[config.mk]
export PLATFORM = sky130hd
export DESIGN_NAME = y86_pipe_stage_reg_flat
export DESIGN_NICKNAME = d
export VERILOG_FILES = /design/src/rtl/y86_pipe_stage_reg_pkg.sv /design/src/rtl/y86_pipe_stage_reg_if.sv /design/src/rtl/y86_pipe_stage_reg_skid_buf.sv /design/src/rtl/y86_pipe_stage_reg.sv /design/src/flat_wrapper.sv
export SDC_FILE = /design/constraint.sdc
export NUM_CORES = 1
export LEC_CHECK = 0
export ABC_CLOCK_PERIOD_IN_PS = 2400
export CAP_MARGIN = 15
export CORE_AREA = 10 10 179 181
export CTS_CLUSTER_DIAMETER = 200
export DETAILED_ROUTE_END_ITERATION = 10
export DIE_AREA = 0 0 189 191
export PLACE_DENSITY_LB_ADDON = 0.1
export SYNTH_ARGS = -nofsm -noshare
export SYNTH_HDL_FRONTEND = slang
export SYNTH_SLANG_ARGS = --single-unit
[constraint.sdc]
create_clock -name clk_i -period 2.4 [get_ports clk_i]
set_input_delay 0.24 -clock clk_i [delete_from_list [all_inputs] [get_ports clk_i]]
set_output_delay 0.24 -clock clk_i [all_outputs]
set_load 0.02 [all_outputs]
[src/rtl/y86_pipe_stage_reg_pkg.sv]
// Shared Y86 pipeline-stage types: packed stage payload, bubble constants and skid FSM states.
// Each stage register carries the same payload layout; a stage's bubble value is its NOP packing.
package y86_pipe_stage_reg_pkg;

    localparam logic [3:0] I_NOP = 4'h1;
    localparam logic [3:0] RNONE = 4'hf;
    localparam logic [2:0] SAOK  = 3'd1;

    // rsvd pads the field sum out to the 218-bit bus shared by every stage
    typedef struct packed {
        logic [5:0]  rsvd;
        logic [2:0]  stat;
        logic [63:0] pc;
        logic [3:0]  icode;
        logic [3:0]  ifun;
        logic        cnd;
        logic [63:0] val_e;
        logic [63:0] val_a;
        logic [3:0]  dst_e;
        logic [3:0]  dst_m;
    } stage_t;

    localparam int STAGE_W = $bits(stage_t);

    typedef enum logic [1:0] {
        ST_EMPTY,
        ST_HALF,
        ST_FULL
    } skid_state_e;

    function automatic stage_t bubble_pkt(input logic [63:0] pc);
        stage_t s;
        s       = '0;
        s.stat  = SAOK;
        s.pc    = pc;
        s.icode = I_NOP;
        s.dst_e = RNONE;
        s.dst_m = RNONE;
        return s;
    endfunction

    localparam stage_t STAGE_BUBBLE = bubble_pkt(64'h0);
    localparam stage_t F_BUBBLE = STAGE_BUBBLE, D_BUBBLE = STAGE_BUBBLE, E_BUBBLE = STAGE_BUBBLE,
                       M_BUBBLE = STAGE_BUBBLE, W_BUBBLE = STAGE_BUBBLE;

endpackage

[src/rtl/y86_pipe_stage_reg_if.sv]
// Stage-register bus: upstream payload/handshake, downstream payload/handshake, control and status.
// master = surrounding pipeline, slave = the stage register.
interface y86_pipe_stage_reg_if
    import y86_pipe_stage_reg_pkg::*;
#(
    parameter int DATA_W = STAGE_W,
    parameter int CNT_W  = 16
);
    logic              stall_i;
    logic              bubble_i;
    logic [DATA_W-1:0] d_i;
    logic              in_valid_i;
    logic              in_ready_o;
    logic [DATA_W-1:0] q_o;
    logic              out_valid_o;
    logic              out_ready_i;
    logic [CNT_W-1:0]  stall_cnt_o;
    logic [CNT_W-1:0]  bubble_cnt_o;
    logic              ctl_err_o;

    modport master (
        output stall_i, bubble_i, d_i, in_valid_i, out_ready_i,
        input  in_ready_o, q_o, out_valid_o, stall_cnt_o, bubble_cnt_o, ctl_err_o
    );

    modport slave (
        input  stall_i, bubble_i, d_i, in_valid_i, out_ready_i,
        output in_ready_o, q_o, out_valid_o, stall_cnt_o, bubble_cnt_o, ctl_err_o
    );
endinterface

[src/rtl/y86_pipe_stage_reg_skid_buf.sv]
// Two-entry elastic stage (head + skid) with EMPTY/HALF/FULL FSM; 1-cycle latency, 1 beat/cycle.
// Backpressure: in_ready_o is registered and drops only in FULL; flush_i empties both entries and drops the input beat.
module y86_pipe_stage_reg_skid_buf
    import y86_pipe_stage_reg_pkg::*;
#(
    parameter int                DATA_W     = STAGE_W,
    parameter logic [DATA_W-1:0] BUBBLE_VAL = '0
) (
    input  logic              clk_i,
    input  logic              rst_n_i,
    input  logic              flush_i,
    input  logic [DATA_W-1:0] d_i,
    input  logic              in_valid_i,
    output logic              in_ready_o,
    output logic [DATA_W-1:0] q_o,
    output logic              out_valid_o,
    input  logic              out_ready_i
);
    skid_state_e       state_q;
    logic [DATA_W-1:0] head_q;
    logic [DATA_W-1:0] skid_q;
    logic              in_rdy_q;
    logic              out_vld_q;
    logic              xfer_in;
    logic              xfer_out;

    assign xfer_in     = in_valid_i && in_rdy_q;
    assign xfer_out    = out_vld_q && out_ready_i;
    assign in_ready_o  = in_rdy_q;
    assign out_valid_o = out_vld_q;
    assign q_o         = head_q;

    // handshake flags are updated alongside the state so they always equal (state!=FULL)/(state!=EMPTY)
    always_ff @(posedge clk_i) begin
        if (!rst_n_i || flush_i) begin
            state_q   <= ST_EMPTY;
            head_q    <= BUBBLE_VAL;
            skid_q    <= BUBBLE_VAL;
            in_rdy_q  <= 1'b1;
            out_vld_q <= 1'b0;
        end else begin
            case (state_q)
                ST_EMPTY: begin
                    if (xfer_in) begin
                        head_q    <= d_i;
                        state_q   <= ST_HALF;
                        out_vld_q <= 1'b1;
                    end
                end
                ST_HALF: begin
                    if (xfer_in && !xfer_out) begin
                        skid_q   <= d_i;
                        state_q  <= ST_FULL;
                        in_rdy_q <= 1'b0;
                    end else if (xfer_out && !xfer_in) begin
                        state_q   <= ST_EMPTY;
                        out_vld_q <= 1'b0;
                    end else if (xfer_in && xfer_out) begin
                        head_q <= d_i;
                    end
                end
                ST_FULL: begin
                    if (xfer_out) begin
                        head_q   <= skid_q;
                        state_q  <= ST_HALF;
                        in_rdy_q <= 1'b1;
                    end
                end
                default: begin
                    state_q   <= ST_EMPTY;
                    in_rdy_q  <= 1'b1;
                    out_vld_q <= 1'b0;
                end
            endcase
        end
    end
endmodule

[src/rtl/y86_pipe_stage_reg.sv]
// Y86 pipeline-stage register: MODE 0 stall/bubble register, MODE 1 elastic 2-entry stage; 1-cycle latency.
// Backpressure: MODE 0 holds on stall_i (in_ready_o = !stall_i); MODE 1 uses valid/ready with a skid entry.
module y86_pipe_stage_reg
    import y86_pipe_stage_reg_pkg::*;
#(
    parameter int                DATA_W     = STAGE_W,
    parameter logic [DATA_W-1:0] BUBBLE_VAL = '0,
    parameter int                MODE       = 0,
    parameter int                CNT_W      = 16
) (
    input  logic                clk_i,
    input  logic                rst_n_i,
    y86_pipe_stage_reg_if.slave bus
);
    logic             stall_ev;
    logic             err_ev;
    logic [CNT_W-1:0] stall_cnt_q;
    logic [CNT_W-1:0] bubble_cnt_q;
    logic             ctl_err_q;

    generate
        if (MODE == 0) begin : g_stall_bubble
            logic [DATA_W-1:0] q_q;
            logic              vld_q;
            logic              unused_elastic;

            // bubble beats stall beats load
            always_ff @(posedge clk_i) begin
                if (!rst_n_i) begin
                    q_q   <= BUBBLE_VAL;
                    vld_q <= 1'b0;
                end else begin
                    vld_q <= 1'b1;
                    if (bus.bubble_i) begin
                        q_q <= BUBBLE_VAL;
                    end else if (!bus.stall_i) begin
                        q_q <= bus.d_i;
                    end
                end
            end

            assign bus.q_o         = q_q;
            assign bus.out_valid_o = vld_q;
            assign bus.in_ready_o  = !bus.stall_i;
            assign stall_ev        = bus.stall_i;
            assign err_ev          = bus.stall_i && bus.bubble_i;
            assign unused_elastic  = bus.in_valid_i ^ bus.out_ready_i;
        end else begin : g_elastic
            logic unused_stall;

            y86_pipe_stage_reg_skid_buf #(
                .DATA_W     (DATA_W),
                .BUBBLE_VAL (BUBBLE_VAL)
            ) u_skid (
                .clk_i       (clk_i),
                .rst_n_i     (rst_n_i),
                .flush_i     (bus.bubble_i),
                .d_i         (bus.d_i),
                .in_valid_i  (bus.in_valid_i),
                .in_ready_o  (bus.in_ready_o),
                .q_o         (bus.q_o),
                .out_valid_o (bus.out_valid_o),
                .out_ready_i (bus.out_ready_i)
            );

            assign stall_ev     = bus.out_valid_o && !bus.out_ready_i;
            assign err_ev       = 1'b0;
            assign unused_stall = bus.stall_i;
        end
    endgenerate

    always_ff @(posedge clk_i) begin
        if (!rst_n_i) begin
            stall_cnt_q  <= '0;
            bubble_cnt_q <= '0;
            ctl_err_q    <= 1'b0;
        end else begin
            if (stall_ev && !(&stall_cnt_q)) begin
                stall_cnt_q <= stall_cnt_q + 1'b1;
            end
            if (bus.bubble_i && !(&bubble_cnt_q)) begin
                bubble_cnt_q <= bubble_cnt_q + 1'b1;
            end
            if (err_ev) begin
                ctl_err_q <= 1'b1;
            end
        end
    end

    assign bus.stall_cnt_o  = stall_cnt_q;
    assign bus.bubble_cnt_o = bubble_cnt_q;
    assign bus.ctl_err_o    = ctl_err_q;
endmodule

[src/flat_wrapper.sv]
// flat-port wrapper written by rule: the top's interface ports become plain ports
module y86_pipe_stage_reg_flat import y86_pipe_stage_reg_pkg::*;
#(
    parameter int                DATA_W     = STAGE_W,
    parameter logic [DATA_W-1:0] BUBBLE_VAL = '0,
    parameter int                MODE       = 0,
    parameter int                CNT_W      = 16
)
  (clk_i, rst_n_i, bus_stall_i, bus_bubble_i, bus_d_i, bus_in_valid_i, bus_out_ready_i, bus_in_ready_o, bus_q_o, bus_out_valid_o, bus_stall_cnt_o, bus_bubble_cnt_o, bus_ctl_err_o);
  y86_pipe_stage_reg_if #(.DATA_W(DATA_W), .CNT_W(CNT_W)) bus_i ();
  input  logic clk_i;
  input  logic rst_n_i;
  input wire logic [$bits(bus_i.stall_i)-1:0] bus_stall_i;
  input wire logic [$bits(bus_i.bubble_i)-1:0] bus_bubble_i;
  input wire logic [$bits(bus_i.d_i)-1:0] bus_d_i;
  input wire logic [$bits(bus_i.in_valid_i)-1:0] bus_in_valid_i;
  input wire logic [$bits(bus_i.out_ready_i)-1:0] bus_out_ready_i;
  output wire logic [$bits(bus_i.in_ready_o)-1:0] bus_in_ready_o;
  output wire logic [$bits(bus_i.q_o)-1:0] bus_q_o;
  output wire logic [$bits(bus_i.out_valid_o)-1:0] bus_out_valid_o;
  output wire logic [$bits(bus_i.stall_cnt_o)-1:0] bus_stall_cnt_o;
  output wire logic [$bits(bus_i.bubble_cnt_o)-1:0] bus_bubble_cnt_o;
  output wire logic [$bits(bus_i.ctl_err_o)-1:0] bus_ctl_err_o;
  assign bus_i.stall_i = bus_stall_i;
  assign bus_i.bubble_i = bus_bubble_i;
  assign bus_i.d_i = bus_d_i;
  assign bus_i.in_valid_i = bus_in_valid_i;
  assign bus_i.out_ready_i = bus_out_ready_i;
  assign bus_in_ready_o = bus_i.in_ready_o;
  assign bus_q_o = bus_i.q_o;
  assign bus_out_valid_o = bus_i.out_valid_o;
  assign bus_stall_cnt_o = bus_i.stall_cnt_o;
  assign bus_bubble_cnt_o = bus_i.bubble_cnt_o;
  assign bus_ctl_err_o = bus_i.ctl_err_o;
  y86_pipe_stage_reg #(.DATA_W(DATA_W), .BUBBLE_VAL(BUBBLE_VAL), .MODE(MODE), .CNT_W(CNT_W)) u_core (.clk_i(clk_i), .rst_n_i(rst_n_i), .bus(bus_i));
endmodule
==> out/results.ini, run 1 <==
[timing]
fin_crit_sh_pct = 82.5
skew_ns = 0.0113
rsz0062_at_grt = false
final-max-slew-violation-count = 0
whs_ns = 0.117
relSlewSlack_pct = 24.9
layout_min_cycle_time_ns = 1.98
finalHoldViolations = 0
fin_ws_ns = 0.419
clock.fmax_mhz = 505
finalSetupViolations = 0
fin_setup_tns_ns = 0
tightest_slew_ns = 1.13

[route]
drt_pass1_iterations = 4
viasPerCell = 4.56
first_iter_violations = 292
num_vias = 8150
drc = 0
wl_um = 34800
drt-wirelength-per-cell_um = 19.4
ant_nets = 0

[worst_setup_path]
cp-start-kind = flop
cp.arrival_ns = 2.45
crit_required_ns = 2.87
path_class = flop to flop
worstSetupEndpointType = flop
crit_path_max_fanout = 8

[placed_design]
routabilityCongestion = 0.792
dpl.hpwl_um = 26500
numPortBuffers = 474
dp_slack_ns = 0.420

[floorplanning]
die_h_um = 191
core_area_um2 = 28500
rows = 62
dieWidth_um = 189
initial_core_util_pct = 32.8
die_area_um2 = 36100
floorplan.io_pins = 477

[clock_tree]
cts_tree = yes
clk_path_buf_depth = 3
cts_buffers = 30
root_buffer = clkbuf_16
clock-sinks = 252
postCtsSetupBuffers = 0
ctsResizeCount = 0
worst_skew_pair.late_latency_ns = 0.54
cts_hold_buf = 0
ctsHtreeMaxLevel = 1
path_clk_slew_ns = 0.06

[synthesis]
ys.flop_type = dfxtp_1
async_flop_share_pct = 0
synth_cell_types = 37
syn-cell-area_um2 = 9340
syn_nets = 1147
synth_area_leaders = dfxtp_1 (54%), mux2i_1 (25%), nor2_1 (9.1%), clkbuf_1 (1.7%), nand2_1 (1.2%)
synth_area_per_cell_um2 = 10.1
synth_edf_count = 0
synth-seq-cells = 252
syn_inst = 921
yosys.area.top_type = dfxtp_1
yosysSeqAreaShare_pct = 54.0
synth_top_area_share_pct = 54.0
synth_warnings = 0

[power]
ir_drop_v = 0.000423
p_leak_nw = 6.19
power_per_cell_area_nw_per_um2 = 656

[status]
status = finished clean

[global_routing]
grt_pass1_vias = 8241
gr-total-overflow = 0
antenna_found_initial = 6
grt_max_degree = 137
grtUsageTotal_pct = 18.1
grt_pass1_wl_um = 51300

[final_layout]
syn_to_final_growth_pct = 65.6
finish.utilization_pct = 54.3
fill_cells = 2643
drive_gt1_share_pct = 4.28
layout.nets = 1604

[run]
maxCapViolations = 0

[worst_hold_path]
hold_class = primary input to flop

==> flip-flops by register name, summed over array words and instances (netlist names) <==
signal	cells
u_core.bus.bubble_cnt_o	16
u_core.bus.ctl_err_o	1
u_core.bus.out_valid_o	1
u_core.bus.q_o	218
u_core.bus.stall_cnt_o	16
==> per-stage QoR <==
step	std cells	area (um^2)	power [mW]
2_1_floorplan	921	9340	5.04
3_3_place_gp	1730	14500	5.78
3_5_place_dp	1730	14500	5.79
4_1_cts	1785	15500	10.3
5_1_grt	1786	15500	10.6
6_report	1788	15500	10.2
==> final cells by class <==
type	instances	area (um^2)	area share, %
clock buffer	51	931	6.02
timing repair buffer	486	4900	31.7
multi-input combinational	602	4040	26.1
clock inverter	4	48.8	0.315
antenna	3	7.51	0.0485
sequential	252	5040	32.6
tap	384	480	3.11
inverter	6	22.5	0.146
==> synthesized netlist by cell type (all sizes together), types with 3 or more instances <==
library cell  number
and3               3
buf               18
nand4              9
o21ai              5
nor4               4
or3                7
a211oi             3
clkbuf            43
inv                6
a311oi             3
or4                6
dfxtp            252
a21oi             16
nand2b            15
nand3             16
nor3               3
nor2             226
o31ai              4
mux2i            234
nand2             31
==> cell families (layout without fill, tap and decap cells) <==
family / Yosys count / count (layout) / share of synthesized area, %
buf+inv: 67 / 547 / 2.91
mux: 234 / 234 / 25.1
fa+ha+maj: 2 / 2 / 0.268
compound gates: 42 / 42 / 2.97
simple gates: 324 / 324 / 14.8
other cells: 0 / 3 / 0
flops: 252 / 252 / 54.0
==> worst max-delay path, cell delays in order, from the launching register on <==
cell and delay, ns:
dfxtp_1 0.43, ha_1 0.26, nand3_1 0.11, or3_1 0.43, or4_1 0.53, a21oi_1 0.14
==> routing by layer <==
| metal | GRT usage (%) | share of wire (%) | vias to the layer above |
|---|---|---|---|
| li1 | - | - | 4050 |
| met1 | 19.3 | 37 | 3757 |
| met2 | 31.5 | 49 | 289 |
| met3 | 8.93 | 11 | 50 |
| met4 | 4.58 | 2.2 | 4 |
| met5 | 0 | 0.078 | - |
==> power breakdown <==
part | internal, mW | switching (mW)
clock | 2.72 | 1.75
sequential | 4.31 | 0.0684
combinational | 0.741 | 0.568
==> final timing paths <==
kind | slack (ns) | end | startpoint | depth (start not counted)
setup / recovery | 0.42 | u_core.bus.stall_cnt_o[10] | u_core.bus.stall_cnt_o[0] | 5
hold / removal | 0.12 | u_core.bus.stall_cnt_o[3] | bus_stall_i | 4
setup reg to reg | 0.42 | u_core.bus.stall_cnt_o[10] | u_core.bus.stall_cnt_o[0] | 5
hold reg to reg | 0.48 | u_core.bus.ctl_err_o | u_core.bus.ctl_err_o | 2
==> cells in the final DEF, fill, tap and decap left out, drive strengths merged, types with 4 or more instances in the layout <==
master / instances
clkdlybuf4s50: 473
dfxtp: 252
mux2i: 234
nor2: 226
clkbuf: 51
nand2: 31
nand3: 16
a21oi: 16
nand2b: 15
buf: 13
nand4: 9
or3: 7
inv: 7
or4: 6
o21ai: 5
nor4: 4
o31ai: 4
Power figures use the tool's default switching activity.
==> run 2: changes to the inputs <==
--- a/config.mk
+++ b/config.mk
@@ -5,7 +5,7 @@
 export SDC_FILE = /design/constraint.sdc
 export NUM_CORES = 1
 export LEC_CHECK = 0
-export ABC_CLOCK_PERIOD_IN_PS = 2400
+export ABC_CLOCK_PERIOD_IN_PS = 1900
 export CAP_MARGIN = 15
 export CORE_AREA = 10 10 179 181
 export CTS_CLUSTER_DIAMETER = 200
==> constraint.sdc (replaced) <==
create_clock -name clk_i -period 1.9 [get_ports clk_i]
set_input_delay 0.19 -clock clk_i [delete_from_list [all_inputs] [get_ports clk_i]]
set_output_delay 0.19 -clock clk_i [all_outputs]
set_load 0.02 [all_outputs]
==> out/results.ini, run 2 (synthesis gave the netlist of run 1 again) <==
[timing]
clock.fmax_mhz = 542
relSlewSlack_pct = 62.2  ; +37 points
layout_min_cycle_time_ns = 1.85
finalHoldViolations = 0  ; unchanged
finalSetupViolations = 0  ; unchanged
skew_ns = 0.0110  ; -0.000346 ns
final-max-slew-violation-count = 0  ; unchanged
fin_crit_sh_pct = 97.1
fin_ws_ns = 0.0545  ; -0.365 ns
tightest_slew_ns = 0.567  ; -0.559 ns
whs_ns = 0.0721  ; -0.0450 ns

[route]
viasPerCell = 4.51  ; -0.97%
drc = 0  ; unchanged
drt_pass1_iterations = 5  ; +1
ant_nets = 0  ; unchanged
wl_um = 35200  ; +1.1%
drt-wirelength-per-cell_um = 19.4  ; about the same
num_vias = 8161  ; +0.13%
first_iter_violations = 321  ; +9.9%

[worst_hold_path]
worstHoldPathCells = 4  ; unchanged
hold_class = primary input to flop
hold_end = u_core.bus.stall_cnt_o[0]
hp-start = bus_stall_i

[clock_tree]
cts_tree = yes
cts_buffers = 30  ; unchanged
cts_hold_buf = 0  ; unchanged
path_clk_slew_ns = 0.06  ; about the same
worst_skew_pair.late_latency_ns = 0.54  ; about the same
clk_path_buf_depth = 3  ; unchanged
ctsHtreeMaxLevel = 1  ; unchanged
postCtsSetupBuffers = 0  ; unchanged
root_buffer = clkbuf_16
clock-sinks = 252  ; unchanged

[worst_setup_path]
crit_required_ns = 1.71  ; -1.16 ns
critPathLaunch = u_core.bus.bubble_cnt_o[14]
cp.arrival_ns = 1.66  ; -0.79 ns
r2r_end = u_core.bus.bubble_cnt_o[8]
cp-start-kind = flop
reg2reg_from = u_core.bus.bubble_cnt_o[1]
cp_top_family = buffers and inverters
worstPathCellList = clkdlybuf4s50_1
worstSetupEndpointType = primary output
slowest_delay_ns = 0.66  ; +0.13 ns
path_buf_inv = 1  ; +1
r2r.worst_path.cells = 5  ; unchanged
path_class = flop to primary output
r2r_slack_ns = 0.10  ; -0.32 ns
slowest_stage = clkdlybuf4s50_1
crit_path_max_fanout = 6  ; -2

[global_routing]
grt_most_used_layer = met2
grt_pass1_vias = 8425  ; +2.2%
met1_usage_pct = 19.2  ; -0.11 points
grt_use_met3_pct = 8.58  ; -0.35 points
gr-total-overflow = 0  ; unchanged
met2_usage_pct = 32.7  ; +1.2 points
grt_max_degree = 78  ; -43%
antenna_found_initial = 8  ; +2
grtUsageTotal_pct = 18.4  ; +0.28 points
grt_pass1_wl_um = 52400  ; +2.1%

[placed_design]
dp_slack_ns = 0.146  ; -0.274 ns
numPortBuffers = 474  ; unchanged
dpl.hpwl_um = 27200  ; +2.9%
placed_area_um2 = 14700  ; +1.5%
routabilityCongestion = 0.784  ; -1.0%

[power]
ir_drop_v = 0.000608  ; +44%
p_leak_nw = 6.42  ; +3.6%
power_per_cell_area_nw_per_um2 = 846  ; +29%
power_mw = 13.4  ; +32%

[floorplanning]
core_area_um2 = 28500  ; unchanged
initial_core_util_pct = 32.8  ; unchanged
floorplan.io_pins = 477  ; unchanged
die_area_um2 = 36100  ; unchanged
rows = 62  ; unchanged
dieWidth_um = 189  ; unchanged
die_h_um = 191  ; unchanged

[final_layout]
syn_to_final_growth_pct = 69.1
largest_reg_flops = 218  ; unchanged
final_common_cell = clkdlybuf4s50_1
finish.utilization_pct = 55.5  ; +1.2 points
drive_gt1_share_pct = 6.26  ; +2.0 points
finalInstanceArea_um2 = 15800  ; +2.1%
fill_cells = 2598  ; -1.7%
layout_common_cells = clkdlybuf4s50_1 (468), dfxtp_1 (250), mux2i_1 (234)
layout.nets = 1625  ; +1.3%

[status]
status = finished clean

[run]
maxCapViolations = 0  ; unchanged

## run 2: cell count changes in the layout (fill, tap and decap cells not counted), moves of 2 or more
cell,before,now
clkdlybuf4s50_1,473,468
dfxtp_1,252,250
buf_12,5,10
dfxtp_2,0,2
buf_4,7,23
clkbuf_1,12,8
dlymetal6s2s_1,0,2
bufinv_16,1,5
clkinvlp_4,0,2
dlygate4sd2_1,0,3
## run 2: through the flow
stage	setup TNS [ns]	std cells
2_1_floorplan	0	921
3_3_place_gp	0	1751
4_1_cts	0	1806
6_report	0	1808
3_5_place_dp	0	1751
5_1_grt	-0.00132	1808
## run 2: how the worst max path moves through the flow
stage	endpoint	slack [ns]	depth (start not counted)
finish	bus_bubble_cnt_o[14]	0.05	1
global placement	u_core.bus.stall_cnt_o[15]	0.16	4
global route	bus_bubble_cnt_o[8]	-0.001	1
CTS	bus_stall_cnt_o[2]	0.01	2
detailed placement	u_core.bus.stall_cnt_o[15]	0.15	4
floorplan	u_core.bus.stall_cnt_o[10]	0.03	5
## run 2: area by class of cell
| cell class | count | area, um^2 | share of cell area [%] |
|---|---|---|---|
| clock buffers | 46 | 902 | 5.71 |
| inverters | 6 | 22.5 | 0.143 |
| multi-input cells | 602 | 4050 | 25.6 |
| clock inverters | 9 | 175 | 1.11 |
| well taps | 384 | 480 | 3.04 |
| flip-flops and latches | 252 | 5050 | 31.9 |
| repair buffers | 507 | 5120 | 32.4 |
| diodes | 2 | 5.00 | 0.0317 |
## run 2: report_power, final
group / internal, mW / switching (mW)
clock: 3.92 / 2.24
combinational: 0.959 / 0.727
sequential: 5.45 / 0.0824
## run 2: routing by layer
layer,up-vias,routed length [um]
met5,-,75
met4,12,763
met3,61,3830
met2,307,17600
met1,3687,12800
li1,4094,-
## run 2: repair_timing
action                                  CTS  global route
endpoints found under the hold margin     0             0
endpoints found under the setup margin    3             5
resized for setup                         3             4
cloned                                    0             0
